File: config.mk
export PLATFORM = sky130hd
export DESIGN_NAME = decode_pipe_flat
export DESIGN_NICKNAME = d
export VERILOG_FILES = /design/src/rtl/decode_pipe_if.sv /design/src/rtl/decode_pipe.sv /design/src/flat_wrapper.sv
export SDC_FILE = /design/constraint.sdc
export NUM_CORES = 1
export LEC_CHECK = 0
export CAP_MARGIN = 5
export CORE_UTILIZATION = 55
export CTS_BUF_LIST = sky130_fd_sc_hd__clkbuf_8 sky130_fd_sc_hd__clkbuf_16
export DETAILED_ROUTE_END_ITERATION = 10
export MAX_ROUTING_LAYER = met4
export PLACE_DENSITY_LB_ADDON = 0.12
export SLEW_MARGIN = 20
export SYNTH_ARGS = -nofsm -noshare
export SYNTH_HDL_FRONTEND = slang
export SYNTH_SLANG_ARGS = --single-unit
File: constraint.sdc
create_clock -name clk -period 7.9 [get_ports clk]
set_input_delay 1.58 -clock clk [delete_from_list [all_inputs] [get_ports clk]]
set_output_delay 1.58 -clock clk [all_outputs]
set_load 0.01 [all_outputs]
File: src/rtl/decode_pipe_if.sv
// Fetch/decode/execute bundle around the decode stage: fetch payload, writeback port,
// EX handshake and the ID/EX outputs. The master drives the stage, the slave is the stage.
interface decode_pipe_if #(
    parameter int DATA_W = 16,
    parameter int SEL_W  = 3,
    parameter int CTRL_W = 12
);
    logic              if_valid;
    logic              id_ready;
    logic [SEL_W-1:0]  rs_sel;
    logic [SEL_W-1:0]  rt_sel;
    logic [SEL_W-1:0]  rd_sel;
    logic              uses_rs;
    logic              uses_rt;
    logic [10:0]       imm_raw;
    logic [1:0]        imm_mode;
    logic              sign_ext;
    logic [DATA_W-1:0] pc_next;
    logic [CTRL_W-1:0] ctrl_in;
    logic              reg_write_in;
    logic              mem_read_in;
    logic              wb_en;
    logic [SEL_W-1:0]  wb_sel;
    logic [DATA_W-1:0] wb_data;
    logic              ex_ready;
    logic              flush;
    logic              ex_valid;
    logic [DATA_W-1:0] ex_rs_data;
    logic [DATA_W-1:0] ex_rt_data;
    logic [DATA_W-1:0] ex_imm;
    logic [DATA_W-1:0] ex_br_target;
    logic [SEL_W-1:0]  ex_rs_sel;
    logic [SEL_W-1:0]  ex_rt_sel;
    logic [SEL_W-1:0]  ex_rd_sel;
    logic [CTRL_W-1:0] ex_ctrl;
    logic              ex_reg_write;
    logic              ex_mem_read;
    logic              err;

    modport master (
        output if_valid, rs_sel, rt_sel, rd_sel, uses_rs, uses_rt, imm_raw, imm_mode,
               sign_ext, pc_next, ctrl_in, reg_write_in, mem_read_in,
               wb_en, wb_sel, wb_data, ex_ready, flush,
        input  id_ready, ex_valid, ex_rs_data, ex_rt_data, ex_imm, ex_br_target,
               ex_rs_sel, ex_rt_sel, ex_rd_sel, ex_ctrl, ex_reg_write, ex_mem_read, err
    );

    modport slave (
        input  if_valid, rs_sel, rt_sel, rd_sel, uses_rs, uses_rt, imm_raw, imm_mode,
               sign_ext, pc_next, ctrl_in, reg_write_in, mem_read_in,
               wb_en, wb_sel, wb_data, ex_ready, flush,
        output id_ready, ex_valid, ex_rs_data, ex_rt_data, ex_imm, ex_br_target,
               ex_rs_sel, ex_rt_sel, ex_rd_sel, ex_ctrl, ex_reg_write, ex_mem_read, err
    );
endinterface

File: src/rtl/decode_pipe.sv
// Decode stage with register file, immediate extension, branch-target adder, load-use
// stall and ID/EX register. Optional macro REGFILE_BYPASS_EN forwards same-cycle writeback into reads.
module decode_pipe #(
    parameter int DATA_W   = 16,
    parameter int NUM_REGS = 8,
    parameter int SEL_W    = 3,
    parameter int CTRL_W   = 12
) (
    input  logic         clk,
    input  logic         rst,
    decode_pipe_if.slave bus
);
    localparam logic [SEL_W:0] LIM = (SEL_W+1)'(NUM_REGS);

    function automatic logic signed [DATA_W-1:0] ext_imm(input logic [10:0] raw,
                                                         input logic [1:0]  mode,
                                                         input logic        sx);
        logic signed [DATA_W-1:0] v;
        case (mode)
            2'b00:   v = {{(DATA_W-5){sx & raw[4]}}, raw[4:0]};
            2'b01:   v = {{(DATA_W-8){sx & raw[7]}}, raw[7:0]};
            2'b10:   v = {{(DATA_W-11){raw[10]}}, raw[10:0]};
            default: v = '0;
        endcase
        return v;
    endfunction

    logic [DATA_W-1:0]        r_regs [NUM_REGS];
    logic                     r_err;

    logic                     r_vld_p1;
    logic [DATA_W-1:0]        r_rs_data_p1;
    logic [DATA_W-1:0]        r_rt_data_p1;
    logic [DATA_W-1:0]        r_imm_p1;
    logic [DATA_W-1:0]        r_br_target_p1;
    logic [SEL_W-1:0]         r_rs_sel_p1;
    logic [SEL_W-1:0]         r_rt_sel_p1;
    logic [SEL_W-1:0]         r_rd_sel_p1;
    logic [CTRL_W-1:0]        r_ctrl_p1;
    logic                     r_reg_write_p1;
    logic                     r_mem_read_p1;

    logic                     w_rs_oob;
    logic                     w_rt_oob;
    logic                     w_wb_oob;
    logic [DATA_W-1:0]        w_rs_data_p0;
    logic [DATA_W-1:0]        w_rt_data_p0;
    logic signed [DATA_W-1:0] w_imm_p0;
    logic [DATA_W-1:0]        w_br_target_p0;
    logic                     w_advance;
    logic                     w_hazard;
    logic                     w_load;

    assign w_rs_oob = {1'b0, bus.rs_sel} >= LIM;
    assign w_rt_oob = {1'b0, bus.rt_sel} >= LIM;
    assign w_wb_oob = {1'b0, bus.wb_sel} >= LIM;

    // ---- p0: decode (register read, immediate, branch target, hazard) ----
    always_comb begin
        w_rs_data_p0 = '0;
        w_rt_data_p0 = '0;
        for (int i = 0; i < NUM_REGS; i++) begin
            if (bus.rs_sel == SEL_W'(i)) w_rs_data_p0 = r_regs[i];
            if (bus.rt_sel == SEL_W'(i)) w_rt_data_p0 = r_regs[i];
        end
`ifdef REGFILE_BYPASS_EN
        if (bus.wb_en && !w_wb_oob && (bus.wb_sel == bus.rs_sel)) w_rs_data_p0 = bus.wb_data;
        if (bus.wb_en && !w_wb_oob && (bus.wb_sel == bus.rt_sel)) w_rt_data_p0 = bus.wb_data;
`endif
    end

    assign w_imm_p0       = ext_imm(bus.imm_raw, bus.imm_mode, bus.sign_ext);
    assign w_br_target_p0 = bus.pc_next + $unsigned(w_imm_p0);

    // A load in ID/EX whose destination feeds this instruction forces one bubble.
    assign w_advance = bus.ex_ready | ~r_vld_p1;
    assign w_hazard  = bus.if_valid & r_vld_p1 & r_mem_read_p1 & r_reg_write_p1 &
                       ((bus.uses_rs & (bus.rs_sel == r_rd_sel_p1)) |
                        (bus.uses_rt & (bus.rt_sel == r_rd_sel_p1)));
    assign w_load    = w_advance & ~w_hazard & bus.if_valid;
    assign bus.id_ready = w_advance & ~w_hazard;

    // Writeback never stalls: it ignores flush and the ID/EX handshake entirely.
    always_ff @(posedge clk or posedge rst) begin
        if (rst) begin
            for (int i = 0; i < NUM_REGS; i++) r_regs[i] <= '0;
        end else if (bus.wb_en) begin
            for (int i = 0; i < NUM_REGS; i++) begin
                if (bus.wb_sel == SEL_W'(i)) r_regs[i] <= bus.wb_data;
            end
        end
    end

    always_ff @(posedge clk or posedge rst) begin
        if (rst) begin
            r_err <= 1'b0;
        end else if ((bus.wb_en && w_wb_oob) || (bus.if_valid && (w_rs_oob || w_rt_oob))) begin
            r_err <= 1'b1;
        end
    end

    // ---- p1: ID/EX register ----
    always_ff @(posedge clk or posedge rst) begin
        if (rst) begin
            r_vld_p1       <= 1'b0;
            r_rs_data_p1   <= '0;
            r_rt_data_p1   <= '0;
            r_imm_p1       <= '0;
            r_br_target_p1 <= '0;
            r_rs_sel_p1    <= '0;
            r_rt_sel_p1    <= '0;
            r_rd_sel_p1    <= '0;
            r_ctrl_p1      <= '0;
            r_reg_write_p1 <= 1'b0;
            r_mem_read_p1  <= 1'b0;
        end else if (bus.flush) begin
            r_vld_p1 <= 1'b0;
        end else if (w_load) begin
            r_vld_p1       <= 1'b1;
            r_rs_data_p1   <= w_rs_data_p0;
            r_rt_data_p1   <= w_rt_data_p0;
            r_imm_p1       <= $unsigned(w_imm_p0);
            r_br_target_p1 <= w_br_target_p0;
            r_rs_sel_p1    <= bus.rs_sel;
            r_rt_sel_p1    <= bus.rt_sel;
            r_rd_sel_p1    <= bus.rd_sel;
            r_ctrl_p1      <= bus.ctrl_in;
            r_reg_write_p1 <= bus.reg_write_in;
            r_mem_read_p1  <= bus.mem_read_in;
        end else if (w_advance) begin
            r_vld_p1 <= 1'b0;
        end
    end

    assign bus.ex_valid     = r_vld_p1;
    assign bus.ex_rs_data   = r_rs_data_p1;
    assign bus.ex_rt_data   = r_rt_data_p1;
    assign bus.ex_imm       = r_imm_p1;
    assign bus.ex_br_target = r_br_target_p1;
    assign bus.ex_rs_sel    = r_rs_sel_p1;
    assign bus.ex_rt_sel    = r_rt_sel_p1;
    assign bus.ex_rd_sel    = r_rd_sel_p1;
    assign bus.ex_ctrl      = r_ctrl_p1;
    assign bus.ex_reg_write = r_reg_write_p1;
    assign bus.ex_mem_read  = r_mem_read_p1;
    assign bus.err          = r_err;
endmodule

File: src/flat_wrapper.sv
// flat-port wrapper written by rule: the top's interface ports become plain ports
module decode_pipe_flat 
#(
    parameter int DATA_W   = 16,
    parameter int NUM_REGS = 8,
    parameter int SEL_W    = 3,
    parameter int CTRL_W   = 12
)
  (clk, rst, bus_if_valid, bus_rs_sel, bus_rt_sel, bus_rd_sel, bus_uses_rs, bus_uses_rt, bus_imm_raw, bus_imm_mode, bus_sign_ext, bus_pc_next, bus_ctrl_in, bus_reg_write_in, bus_mem_read_in, bus_wb_en, bus_wb_sel, bus_wb_data, bus_ex_ready, bus_flush, bus_id_ready, bus_ex_valid, bus_ex_rs_data, bus_ex_rt_data, bus_ex_imm, bus_ex_br_target, bus_ex_rs_sel, bus_ex_rt_sel, bus_ex_rd_sel, bus_ex_ctrl, bus_ex_reg_write, bus_ex_mem_read, bus_err);
  decode_pipe_if #(.DATA_W(DATA_W), .SEL_W(SEL_W), .CTRL_W(CTRL_W)) bus_i ();
  input  logic clk;
  input  logic rst;
  input wire logic [$bits(bus_i.if_valid)-1:0] bus_if_valid;
  input wire logic [$bits(bus_i.rs_sel)-1:0] bus_rs_sel;
  input wire logic [$bits(bus_i.rt_sel)-1:0] bus_rt_sel;
  input wire logic [$bits(bus_i.rd_sel)-1:0] bus_rd_sel;
  input wire logic [$bits(bus_i.uses_rs)-1:0] bus_uses_rs;
  input wire logic [$bits(bus_i.uses_rt)-1:0] bus_uses_rt;
  input wire logic [$bits(bus_i.imm_raw)-1:0] bus_imm_raw;
  input wire logic [$bits(bus_i.imm_mode)-1:0] bus_imm_mode;
  input wire logic [$bits(bus_i.sign_ext)-1:0] bus_sign_ext;
  input wire logic [$bits(bus_i.pc_next)-1:0] bus_pc_next;
  input wire logic [$bits(bus_i.ctrl_in)-1:0] bus_ctrl_in;
  input wire logic [$bits(bus_i.reg_write_in)-1:0] bus_reg_write_in;
  input wire logic [$bits(bus_i.mem_read_in)-1:0] bus_mem_read_in;
  input wire logic [$bits(bus_i.wb_en)-1:0] bus_wb_en;
  input wire logic [$bits(bus_i.wb_sel)-1:0] bus_wb_sel;
  input wire logic [$bits(bus_i.wb_data)-1:0] bus_wb_data;
  input wire logic [$bits(bus_i.ex_ready)-1:0] bus_ex_ready;
  input wire logic [$bits(bus_i.flush)-1:0] bus_flush;
  output wire logic [$bits(bus_i.id_ready)-1:0] bus_id_ready;
  output wire logic [$bits(bus_i.ex_valid)-1:0] bus_ex_valid;
  output wire logic [$bits(bus_i.ex_rs_data)-1:0] bus_ex_rs_data;
  output wire logic [$bits(bus_i.ex_rt_data)-1:0] bus_ex_rt_data;
  output wire logic [$bits(bus_i.ex_imm)-1:0] bus_ex_imm;
  output wire logic [$bits(bus_i.ex_br_target)-1:0] bus_ex_br_target;
  output wire logic [$bits(bus_i.ex_rs_sel)-1:0] bus_ex_rs_sel;
  output wire logic [$bits(bus_i.ex_rt_sel)-1:0] bus_ex_rt_sel;
  output wire logic [$bits(bus_i.ex_rd_sel)-1:0] bus_ex_rd_sel;
  output wire logic [$bits(bus_i.ex_ctrl)-1:0] bus_ex_ctrl;
  output wire logic [$bits(bus_i.ex_reg_write)-1:0] bus_ex_reg_write;
  output wire logic [$bits(bus_i.ex_mem_read)-1:0] bus_ex_mem_read;
  output wire logic [$bits(bus_i.err)-1:0] bus_err;
  assign bus_i.if_valid = bus_if_valid;
  assign bus_i.rs_sel = bus_rs_sel;
  assign bus_i.rt_sel = bus_rt_sel;
  assign bus_i.rd_sel = bus_rd_sel;
  assign bus_i.uses_rs = bus_uses_rs;
  assign bus_i.uses_rt = bus_uses_rt;
  assign bus_i.imm_raw = bus_imm_raw;
  assign bus_i.imm_mode = bus_imm_mode;
  assign bus_i.sign_ext = bus_sign_ext;
  assign bus_i.pc_next = bus_pc_next;
  assign bus_i.ctrl_in = bus_ctrl_in;
  assign bus_i.reg_write_in = bus_reg_write_in;
  assign bus_i.mem_read_in = bus_mem_read_in;
  assign bus_i.wb_en = bus_wb_en;
  assign bus_i.wb_sel = bus_wb_sel;
  assign bus_i.wb_data = bus_wb_data;
  assign bus_i.ex_ready = bus_ex_ready;
  assign bus_i.flush = bus_flush;
  assign bus_id_ready = bus_i.id_ready;
  assign bus_ex_valid = bus_i.ex_valid;
  assign bus_ex_rs_data = bus_i.ex_rs_data;
  assign bus_ex_rt_data = bus_i.ex_rt_data;
  assign bus_ex_imm = bus_i.ex_imm;
  assign bus_ex_br_target = bus_i.ex_br_target;
  assign bus_ex_rs_sel = bus_i.ex_rs_sel;
  assign bus_ex_rt_sel = bus_i.ex_rt_sel;
  assign bus_ex_rd_sel = bus_i.ex_rd_sel;
  assign bus_ex_ctrl = bus_i.ex_ctrl;
  assign bus_ex_reg_write = bus_i.ex_reg_write;
  assign bus_ex_mem_read = bus_i.ex_mem_read;
  assign bus_err = bus_i.err;
  decode_pipe #(.DATA_W(DATA_W), .NUM_REGS(NUM_REGS), .SEL_W(SEL_W), .CTRL_W(CTRL_W)) u_core (.clk(clk), .rst(rst), .bus(bus_i));
endmodule
# Word level (Yosys, flattened, before mapping)
# Index checks and enable logic that the tools add are counted.
[op_classes]
n_addsub = 1
eq_ne = 25
muxes = 20
bitwise = 15
n_reduce_logical = 14
[op_table]
columns = ["operator", "n"]
rows = [
  ["$mux 16", 16],
  ["$pmux 16 s3", 1],
  ["$eq 3x3->1 const B", 12],
  ["$eq 3x2->1 const B", 6],
  ["$reduce_and 2->1", 9],
  ["$add 16x16->16", 1],
  ["$and 1x1->1", 10],
  ["$eq 3x1->1 const B", 3],
  ["$logic_not 3->1", 3],
  ["$eq 3x3->1", 2],
  ["$mux 1", 3],
  ["$not 1->1", 3],
  ["$reduce_bool 3->1", 1],
  ["$eq 2x1->1 const B", 1],
  ["$eq 2x2->1 const B", 1],
  ["$logic_not 2->1", 1],
  ["$or 1x1->1", 2],
]
[word_totals]
reg_bits = 216
out_inout_bits = 90

# Depth between registers and ports, before layout
# Gate-level depths: netlist of the first run.
[depth]
ltp_word = 9
mapped_depth = 12
ltp_nobuf = 11

# Least setup slack after synthesis of the first run
# Ideal clock, no wire load.
[synth_path]
kind = "input-to-output"
startpoint = "input port bus_rs_sel[0]"
endpoint = "output port bus_id_ready"
arrival_ns = 2.395
t_required_ns = 6.320
path_slack_ns = 3.925
stages = 6
path_cell_list = "buf_2 -> xnor2_1 -> and4_1 -> a41oi_1 -> o21ai_0 -> nand2_1"
[synth_between]
elab_chain_cells = 6
[synth_lines]
columns = ["element", "line_no", "text"]
rows = [
  ["from (decl)", "flat_wrapper.sv:14", "input wire logic [$bits(bus_i.rs_sel)-1:0] bus_rs_sel;"],
  ["$eq 3x3->1", "decode_pipe.sv:78", "((bus.uses_rs & (bus.rs_sel == r_rd_sel_p1)) |"],
  ["$and 1x1->1", "decode_pipe.sv:78", ""],
  ["$or 1x1->1", "decode_pipe.sv:78", ""],
  ["$and 1x1->1", "decode_pipe.sv:77", "assign w_hazard = bus.if_valid & r_vld_p1 & r_mem_read_p1 & r_reg_write_p1 &"],
  ["$not 1->1", "decode_pipe.sv:81", "assign bus.id_ready = w_advance & ~w_hazard;"],
  ["$and 1x1->1", "decode_pipe.sv:81", ""],
  ["to (decl)", "flat_wrapper.sv:31", "output wire logic [$bits(bus_i.id_ready)-1:0] bus_id_ready;"],
]
# Every way passes these cells.

# Final worst setup path of the first run
[layout_path]
startpoint = "input port bus_rs_sel[2]"
endpoint = "output port bus_id_ready"
# Same word-level chain as after synthesis.

==> results of run 1 <==
-- synth_stat cells, types with 4 or more instances --
| cell | number |
|---|---|
| buf_1 | 6 |
| clkbuf_1 | 19 |
| inv_1 | 14 |
| a221oi_1 | 4 |
| nor2_1 | 79 |
| dfrtp_1 | 211 |
| a22o_1 | 4 |
| a22oi_1 | 24 |
| ha_1 | 15 |
| a21oi_1 | 101 |
| nand3_1 | 5 |
| mux2i_1 | 13 |
| and2_1 | 5 |
| buf_4 | 7 |
| buf_2 | 24 |
| o211ai_1 | 4 |
| xnor2_1 | 16 |
| nand2_1 | 16 |
| mux2_2 | 162 |
| o21ai_0 | 16 |
| nor2b_1 | 10 |
| a21o_1 | 6 |
| mux4_2 | 29 |
| a31oi_1 | 5 |
| mux2_4 | 40 |
| nand4b_1 | 4 |
| buf_6 | 5 |
-- worst min-delay path by stage --
stage / depth (start not counted) / to / startpoint / slack, ns
4_1_cts: 1 / u_core.r_regs[23] / u_core.r_regs[23] / 0.51
3_5_place_dp: 1 / u_core.bus.ex_ctrl[4] / u_core.bus.ex_ctrl[4] / 0.49
2_1_floorplan: 1 / u_core.r_regs[23] / u_core.r_regs[23] / 0.48
6_report: 1 / u_core.bus.ex_br_target[4] / u_core.bus.ex_br_target[4] / 0.51
3_3_place_gp: 1 / u_core.r_regs[23] / u_core.r_regs[23] / 0.49
5_1_grt: 1 / u_core.bus.ex_ctrl[7] / u_core.bus.ex_ctrl[7] / 0.52
-- metrics by stage --
stage	area [sq um]	setup WS [ns]
global route	13500	2.48
global placement	12800	2.60
detailed placement	12800	2.59
floorplan	10900	0.554
CTS	13500	2.58
finish	13500	2.61
-- power breakdown --
| group | internal [uW] | leakage [uW] | switching, uW |
|---|---|---|---|
| logic | 560 | 0.00283 | 374 |
| clock network | 582 | 0.000373 | 424 |
| registers | 1320 | 0.00250 | 164 |
| total | 2460 | 0.00571 | 962 |
-- worst max-delay path, stage by stage --
cell	delay (ns)
buf_2	0.70
xnor2_1	0.14
and4_1	0.20
a41oi_1	0.29
o21ai_0	0.15
nand2_1	0.08
clkdlybuf4s50_1	0.55
-- registers in the layout, summed over array words and instances, names as in the netlist --
register,count
u_core.bus.ex_rt_sel,3
u_core.bus.ex_rt_data,16
u_core.bus.ex_rd_sel,3
u_core.bus.ex_imm,11
u_core.bus.ex_valid,1
u_core.r_regs,128
u_core.bus.ex_reg_write,1
u_core.bus.ex_rs_data,16
u_core.bus.ex_mem_read,1
u_core.bus.ex_rs_sel,3
u_core.bus.ex_br_target,16
u_core.bus.ex_ctrl,12
-- kinds of logic after synthesis --
kind of cell	Yosys count	share of synthesized area [%]
other	1	0.0343
and+or+nand+nor	138	5.99
muxes	244	29.3
DFF	211	48.3
xor gates and xnor gates	18	1.44
AOI/OAI and AO/OA	178	9.61
adders and majority gates	16	1.90
buffers and inverters	75	3.43
-- area by class of cell --
| class | instances | area [sq um] | share of cell area, % |
|---|---|---|---|
| clock buffer | 29 | 658 | 4.89 |
| multi-input combinational | 595 | 5300 | 39.4 |
| tap | 265 | 332 | 2.46 |
| inverter | 14 | 60.1 | 0.446 |
| clock inverter | 10 | 47.5 | 0.353 |
| sequential | 211 | 5280 | 39.2 |
| timing repair buffer | 186 | 1790 | 13.3 |
-- cell usage in the layout, fill, tap and decap left out, drive strengths merged, types with 5 or more instances in the layout --
master,n
mux2i,13
nand2,16
xnor2,16
mux2,202
inv,20
nand3,5
a21oi,101
dfrtp,211
clkbuf,29
a22oi,24
o21ai,16
buf,23
nor2,79
ha,15
a21o,6
clkdlybuf4s50,163
nor2b,10
and2,5
a31oi,5
mux4,29
-- routing by layer --
metal	up-vias	GRT usage, %	part of all wire, %	wire, um
met5	-	-	0	0
met4	0	9.17	2.7	741
met3	52	5.33	6.6	1820
met2	253	45.3	47	13000
met1	3921	37.1	44	12000
li1	3511	-	-	-
==> results.yml, run 1 <==
run_status:
  outcome: "complete, no violations"
synth:
  yosysTopAreaCellShare_pct: 48.3
  synth_top_area_cell: "dfrtp_1"
  synth_nets: 977
  ys.flop_type: "dfrtp_1"
  synth.area.top_cells: "dfrtp_1 48%, mux2_2 17%, mux4_2 6.0%, mux2_4 5.5%, a21oi_1 4.6%"
  ys_async_sr_fraction_pct: 100
  yosysWarningCount: 0
  synth_seq_cells: 211
  synth_edf_count: 0
  syn_area_sq_um: 10900
  ys_seq_area_share_pct: 48.3
  ys_types: 50
  syn-instance-count: 881
  syn_avg_cell_area_sq_um: 12.4
cts:
  path_clk_slew_ns: 0.06
  clock_path_buffers: 3
  root_buffer: "clkbuf_16"
  holdBufCountCts: 0
  cts_buffers: 23
  clock_latency_ns: 0.51
  ctsResizeCount: 0
  postCtsSetupRepairBufs: 0
  cts_tree: "yes"
  cts_max_level: 1
  clock_sinks: 211
setup_path:
  rrSetupSlack_ns: 4.65
  start_kind: "input pin"
  worstReg2RegEnd: "u_core.bus.ex_ctrl[0]"
  end_kind: "output port"
  worstPathRequired_ns: 6.32
  setup.worst_path.end: "bus_id_ready"
  critical_path.max_fanout: 41
  critPathKind: "input pin to output port"
  critPathArrivalTime_ns: 3.71
  worst-r2r-cell-count: 6
  worstSetupStartpoint: "bus_rs_sel[2]"
  r2r_start: "u_core.bus.ex_rd_sel[0]"
floorplan:
  die_y_um: 143
  initial_core_util_pct: 56.2
  die_w_um: 143
  rows: 51
  die-area_sq_um: 20500
  core_sq_um: 19500
  ios: 170
timing:
  report.final.slew_viol_count: 0
  fin_skew_ns: 0.00783
  fmax_mhz: 189
  whs_ns: 0.506
  hold_viol_final: 0
  grt_setup_unrepaired: "no"
  setup_tns_ns: 0
  maxSlewHeadroom_pct: 30.9
  setup_viol: 0
  worst_pin_slew_ns: 1.04
  period_share_pct: 66.9
  fin_crit_ns: 5.29
grt:
  grt_max_degree: 95
  grt_pass1_vias: 7649
  grtUsageTotal_pct: 28.5
  grt_pass1_wl_um: 43000
  grt.overflow.total: 0
  antenna_found_initial: 0
detailed_routing:
  firstDrtPassIters: 5
  antenna_left: 0
  finalWirelength_um: 27500
  drc_errors: 0
  wl_per_cell_um: 21.0
  dr.first_iter.drc_count: 379
  vias: 7737
  viasPerCell: 5.91
placed_design:
  dp_cells: 1271
  place_congestion: 0.861
  port_buffers: 168
  hpwl_um: 17500
finish:
  finish.net_count: 1127
  n_fill_cell: 1445
  fin_util_pct: 69.2
  finalNonFillerCells: 1310
  drive_gt1_share_pct: 28.3
  area_growth_pct: 23.2
  diodes: 0
flow_run:
  drv_cap: 0
power_and_ir_drop:
  peakVddDrop_mv: 0.188
  p_total_uw: 3420
  powerDensity_nw_per_um2: 254
  p_leak_uw: 0.00571
worst_hold_path:
  holdCritPathClass: "register to register"
Note: power is estimated with default switching activity, not from simulation.
==> inputs of run 2 (changes only) <==
==> constraint.sdc (replaced) <==
create_clock -name clk -period 5.2 [get_ports clk]
set_input_delay 1.04 -clock clk [delete_from_list [all_inputs] [get_ports clk]]
set_output_delay 1.04 -clock clk [all_outputs]
set_load 0.01 [all_outputs]
==> run 2 against run 1 <==
- count of clock-buffer cells in the layout unchanged
- clock power increased by 59%
- critical path depth decreased by 1
- register-to-register slack lost 2.1 ns
- non-clock buffer count grew 5
- setup slack got worse by 1.2 ns
- hold slack worse by 0.0014 ns
- global-route usage is 0.13 points lower
- final cell count is 0.61% higher
- routed wire length fell by 1.1%
- flip-flop and latch count unchanged
- via count down 0.10%
==> results.yml, run 2 (synthesized netlist as in run 1, its figures left out) <==
grt:
  grt.overflow.total: 0
  grt_max_degree: 85
  grtUsageTotal_pct: 28.4
  grt_pass1_vias: 7758
  grt_pass1_wl_um: 43000
  antenna_found_initial: 1
detailed_routing:
  wl_met3_um: 2030
  wl_met1_um: 11600
  viasPerCell: 5.86
  wl_per_cell_um: 20.6
  finalWirelength_um: 27200
  top_layer: "met4"
  dr.first_iter.drc_count: 365
  vias: 7729
  drc_errors: 0
  wl_met2_um: 12900
  firstDrtPassIters: 4
  antenna_left: 0
cts:
  clock_path_buffers: 3
  holdBufCountCts: 0
  clock_latency_ns: 0.51
  ctsResizeCount: 0
  cts_buffers: 24
  clock_sinks: 211
  cts_tree: "yes"
  cts_max_level: 1
  postCtsSetupRepairBufs: 0
  root_buffer: "clkbuf_16"
  path_clk_slew_ns: 0.05
floorplan:
  initial_core_util_pct: 56.2
  rows: 51
  die-area_sq_um: 20500
  die_w_um: 143
  die_y_um: 143
  core_sq_um: 19500
  ios: 170
setup_path:
  cpMaxStageDelayCell: "clkdlybuf4s50_1"
  cp_cell_sequence: "clkdlybuf4s50_1, xnor2_1, a41oi_1, o21ai_0, nand2_1, clkdlybuf4s50_1"
  r2r_start: "u_core.bus.ex_rd_sel[2]"
  rrSetupSlack_ns: 2.56
  worstReg2RegEnd: "u_core.bus.ex_ctrl[3]"
  end_kind: "output port"
  worst-r2r-cell-count: 6
  max_stage_delay_ns: 0.53
  setup.worst_path.end: "bus_id_ready"
  worstPathRequired_ns: 4.16
  critPathKind: "input pin to output port"
  critical_path.max_fanout: 2
  cpMostUsedCell: "clkdlybuf4s50_1"
  start_kind: "input pin"
  critPathArrivalTime_ns: 2.71
  worstSetupStartpoint: "bus_rt_sel[2]"
power_and_ir_drop:
  p_comb_share_pct: 26.9
  power.share.sequential_pct: 42.6
  p_total_uw: 5280
  p_sw_share_pct: 27.5
  p_switching_uw: 1450
  peakVddDrop_mv: 0.256
  p_int_uw: 3830
  p_leak_uw: 0.00577
  powerDensity_nw_per_um2: 388
  clkPwrFrac_pct: 30.4
finish:
  seq_area_sq_um: 5280
  largest_reg_flops: 128
  final_cell_mix: "211 x dfrtp_1, 163 x clkdlybuf4s50_1, 162 x mux2_2"
  finish.net_count: 1133
  n_fill_cell: 1413
  multi_input_area_sq_um: 5300
  area_growth_pct: 24.2
  final_common_cell: "dfrtp_1"
  largest_register: "u_core.r_regs"
  drive_gt1_share_pct: 28.4
placed_design:
  dp_slack_ns: 1.20
  place_congestion: 0.863
  port_buffers: 168
  hpwl_um: 17500
timing:
  hold_viol_final: 0
  fin_skew_ns: 0.00966
  period_share_pct: 72.1
  fin_crit_ns: 3.75
  setup_viol: 0
  worst_pin_slew_ns: 1.13
  maxSlewHeadroom_pct: 24.5
  report.final.slew_viol_count: 0
  fmax_mhz: 267
  layout_setup_ws_ns: 1.45
  grt_setup_unrepaired: "no"
  setup_tns_ns: 0
run_status:
  outcome: "complete, no violations"
flow_run:
  drv_cap: 0
worst_hold_path:
  holdCritPathClass: "register to register"
run 2: final cells by class:
| type | instances | share of cell area (%) |
|---|---|---|
| tap | 265 | 2.44 |
| clock inverter | 12 | 0.562 |
| multi-input combinational | 595 | 39.0 |
| clock buffer | 29 | 5.01 |
| sequential | 211 | 38.9 |
| timing repair buffer | 191 | 13.7 |
| inverter | 14 | 0.414 |
| antenna | 1 | 0.0184 |
run 2: worst min path at each step:
stage                               startpoint                    endpoint  slack, ns  cells after the start
finish                   u_core.bus.ex_ctrl[0]       u_core.bus.ex_ctrl[0]       0.50                      1
global route             u_core.bus.ex_ctrl[8]       u_core.bus.ex_ctrl[8]       0.52                      1
CTS                          u_core.r_regs[23]           u_core.r_regs[23]       0.51                      1
detailed placement  u_core.bus.ex_br_target[5]  u_core.bus.ex_br_target[5]       0.49                      1
global placement         u_core.bus.ex_ctrl[7]       u_core.bus.ex_ctrl[7]       0.49                      1
floorplan                    u_core.r_regs[23]           u_core.r_regs[23]       0.48                      1
run 2: routing by layer:
layer  track usage, %  vias to the layer above
li1                 -                     3551
met1             37.1                     3880
met2             44.9                      255
met3             5.80                       43
met4             8.21                        0
met5                -                        -
run 2: critical path: cells and delay by family:
family | cells | cell delay (ns)
AOI/OAI and AO/OA | 2 | 0.47
buffers and inverters | 2 | 0.97
and+or+nand+nor | 1 | 0.09
xor gates and xnor gates | 1 | 0.14
run 2: power groups by stage:
stage	clock [uW]	combinational, uW	sequential (uW)
floorplan	0	829	2280
global placement	0	1400	2250
detailed placement	0	1420	2270
CTS	1640	1430	2250
global route	1710	1540	2300
finish	1610	1420	2250
run 2: per-stage QoR:
step,cells,cell area (sq um),hold WS [ns],util [%]
6_report,1318,13600,0.505,69.8
5_1_grt,1318,13600,0.525,69.8
4_1_cts,1317,13600,0.506,69.8
3_5_place_dp,1276,12800,0.493,65.9
3_3_place_gp,1276,12800,0.489,65.9
2_1_floorplan,881,10900,0.479,-
==> inputs of run 3 (changes only) <==
==> constraint.sdc (replaced) <==
create_clock -name clk -period 3.65 [get_ports clk]
set_input_delay 0.73 -clock clk [delete_from_list [all_inputs] [get_ports clk]]
set_output_delay 0.73 -clock clk [all_outputs]
set_load 0.01 [all_outputs]
==> run 3 against run 2 <==
- routed wire length rose by 2.4%
- critical path depth did not move
- utilization increased by 0.31 points
- clock skew rose by 0.0034 ns
- register-to-register slack worse by 1.2 ns
- power up 43%
- via count up 1.1%
- die area unchanged
- final cell count increased by 0.38%
- global-route usage rose by 0.42 points
- design area grew 0.45%
- combinational power increased by 44%
- critical endpoint unchanged
- highest routed layer unchanged
==> results.yml, run 3 (synthesized netlist as in run 1, its figures left out) <==
run_status:
  outcome: "complete, no violations"
finish:
  drive_gt1_share_pct: 28.9
  area_growth_pct: 24.8
  diodes: 0
  n_fill_cell: 1478
  seq_area_sq_um: 5280
  multi_input_area_sq_um: 5300
  final_common_cell: "dfrtp_1"
  largest_reg_flops: 128
  largest_register: "u_core.r_regs"
  fin_util_pct: 70.1
  finish.net_count: 1138
  final_cell_mix: "211 x dfrtp_1, 163 x clkdlybuf4s50_1, 162 x mux2_2"
timing:
  fmax_mhz: 311
  setup_viol: 0
  maxSlewHeadroom_pct: 49.6
  fin_skew_ns: 0.0130
  layout_setup_ws_ns: 0.429
  worst_pin_slew_ns: 0.756
  whs_ns: 0.507
  period_share_pct: 88.2
  setup_tns_ns: 0
  report.final.slew_viol_count: 0
  fin_crit_ns: 3.22
  hold_viol_final: 0
  grt_setup_unrepaired: "no"
floorplan:
  die_y_um: 143
  core_sq_um: 19500
  die_w_um: 143
  die-area_sq_um: 20500
  initial_core_util_pct: 56.2
  ios: 170
  rows: 51
setup_path:
  r2r_start: "u_core.bus.ex_rd_sel[1]"
  critPathKind: "input pin to output port"
  start_kind: "input pin"
  max_stage_delay_ns: 0.53
  timing.critical_path.buf_inv: 2
  cp_cell_sequence: "clkdlybuf4s50_1, xnor2_1, a41oi_1, o21ai_0, nand2_1, clkdlybuf4s50_1"
  worstPathRequired_ns: 2.92
  rrSetupSlack_ns: 1.39
  critPathTopFamily: "buffers and inverters"
  cpMostUsedCell: "clkdlybuf4s50_1"
  worstReg2RegEnd: "u_core.bus.ex_ctrl[0]"
  critPathArrivalTime_ns: 2.49
  worstSetupStartpoint: "bus_rt_sel[2]"
  worst-r2r-cell-count: 6
  critical_path.max_fanout: 2
  end_kind: "output port"
  cpMaxStageDelayCell: "clkdlybuf4s50_1"
detailed_routing:
  finalWirelength_um: 27900
  vias: 7815
  dr.first_iter.drc_count: 383
  antenna_left: 0
  drc_errors: 0
  firstDrtPassIters: 5
  wl_per_cell_um: 21.1
  viasPerCell: 5.91
power_and_ir_drop:
  p_switching_uw: 2120
  power.share.sequential_pct: 42.5
  p_leak_uw: 0.00580
  peakVddDrop_mv: 0.372
  p_int_uw: 5430
  clkPwrFrac_pct: 30.5
  powerDensity_nw_per_um2: 553
  p_comb_share_pct: 27.0
  p_sw_share_pct: 28.0
cts:
  clock_latency_ns: 0.52
  postCtsSetupRepairBufs: 0
  clock_sinks: 211
  cts_max_level: 1
  cts_buffers: 24
  ctsResizeCount: 0
  clock_path_buffers: 3
  root_buffer: "clkbuf_16"
  path_clk_slew_ns: 0.06
  holdBufCountCts: 0
  cts_tree: "yes"
flow_run:
  drv_cap: 0
grt:
  grt.overflow.total: 0
  antenna_found_initial: 0
  grt_pass1_vias: 7853
  grtUsageTotal_pct: 28.8
  grt_max_degree: 65
  grt_pass1_wl_um: 43400
placed_design:
  place_congestion: 0.814
  hpwl_um: 17900
  dp_slack_ns: 0.0561
  port_buffers: 168
worst_hold_path:
  holdCritPathClass: "input pin to async pin"
[run 3: cell types whose count changed in the layout (fill, tap and decap cells not counted), sizes merged]
cell / change
clkbuf: -1
diode: -1
clkinv: +2
buf: +5
[run 3: layout make-up]
class                   count  share of cell area [%]
clock buffers              28                    4.80
clock inverters            14                   0.752
inverters                  14                   0.412
multi-input cells         595                    38.8
flip-flops and latches    211                    38.7
well taps                 265                    2.43
repair buffers            196                    14.1
[run 3: worst max path at each step]
stage          slack [ns]                          end  depth (start not counted)
5_1_grt              0.37                 bus_id_ready                          6
6_report             0.43                 bus_id_ready                          6
2_1_floorplan        0.18   u_core.bus.ex_br_target[0]                          1
4_1_cts              0.41                 bus_id_ready                          6
3_3_place_gp         0.09  u_core.bus.ex_br_target[15]                         12
3_5_place_dp         0.06  u_core.bus.ex_br_target[15]                         12
[run 3: through the flow]
step | power (uW) | instance area [sq um] | std cells
after floorplan | 4430 | 10900 | 881
after global placement | 5210 | 12900 | 1281
after detailed placement | 5280 | 12900 | 1281
after CTS | 7590 | 13700 | 1323
after global routing | 7900 | 13700 | 1323
final | 7540 | 13700 | 1323
[run 3: metal layers]
layer  up-vias  global-route usage, %  wire (um)
li1       3552                      -          -
met1      3922                   38.3      11900
met2       273                   45.5      13100
met3        68                   4.96       1990
met4         0                   8.72        819
met5         -                      -          0
[run 3: power groups by stage]
stage / Clock (uW) / Combinational [uW] / Sequential, uW
after floorplan: 0 / 1180 / 3250
after global placement: 0 / 2000 / 3210
after detailed placement: 0 / 2040 / 3240
after CTS: 2340 / 2050 / 3200
final: 2300 / 2040 / 3210
after global routing: 2420 / 2210 / 3270
[run 3: worst register-to-register path: cells and delay by family (launching register included)]
family	cells	cell delay, ns
flip-flops	1	0.46
AO/OA/AOI/OAI	2	0.66
multiplexers	1	0.41
AND/OR/NAND/NOR	1	0.20
buffers and inverters	1	0.27
XOR/XNOR	1	0.16
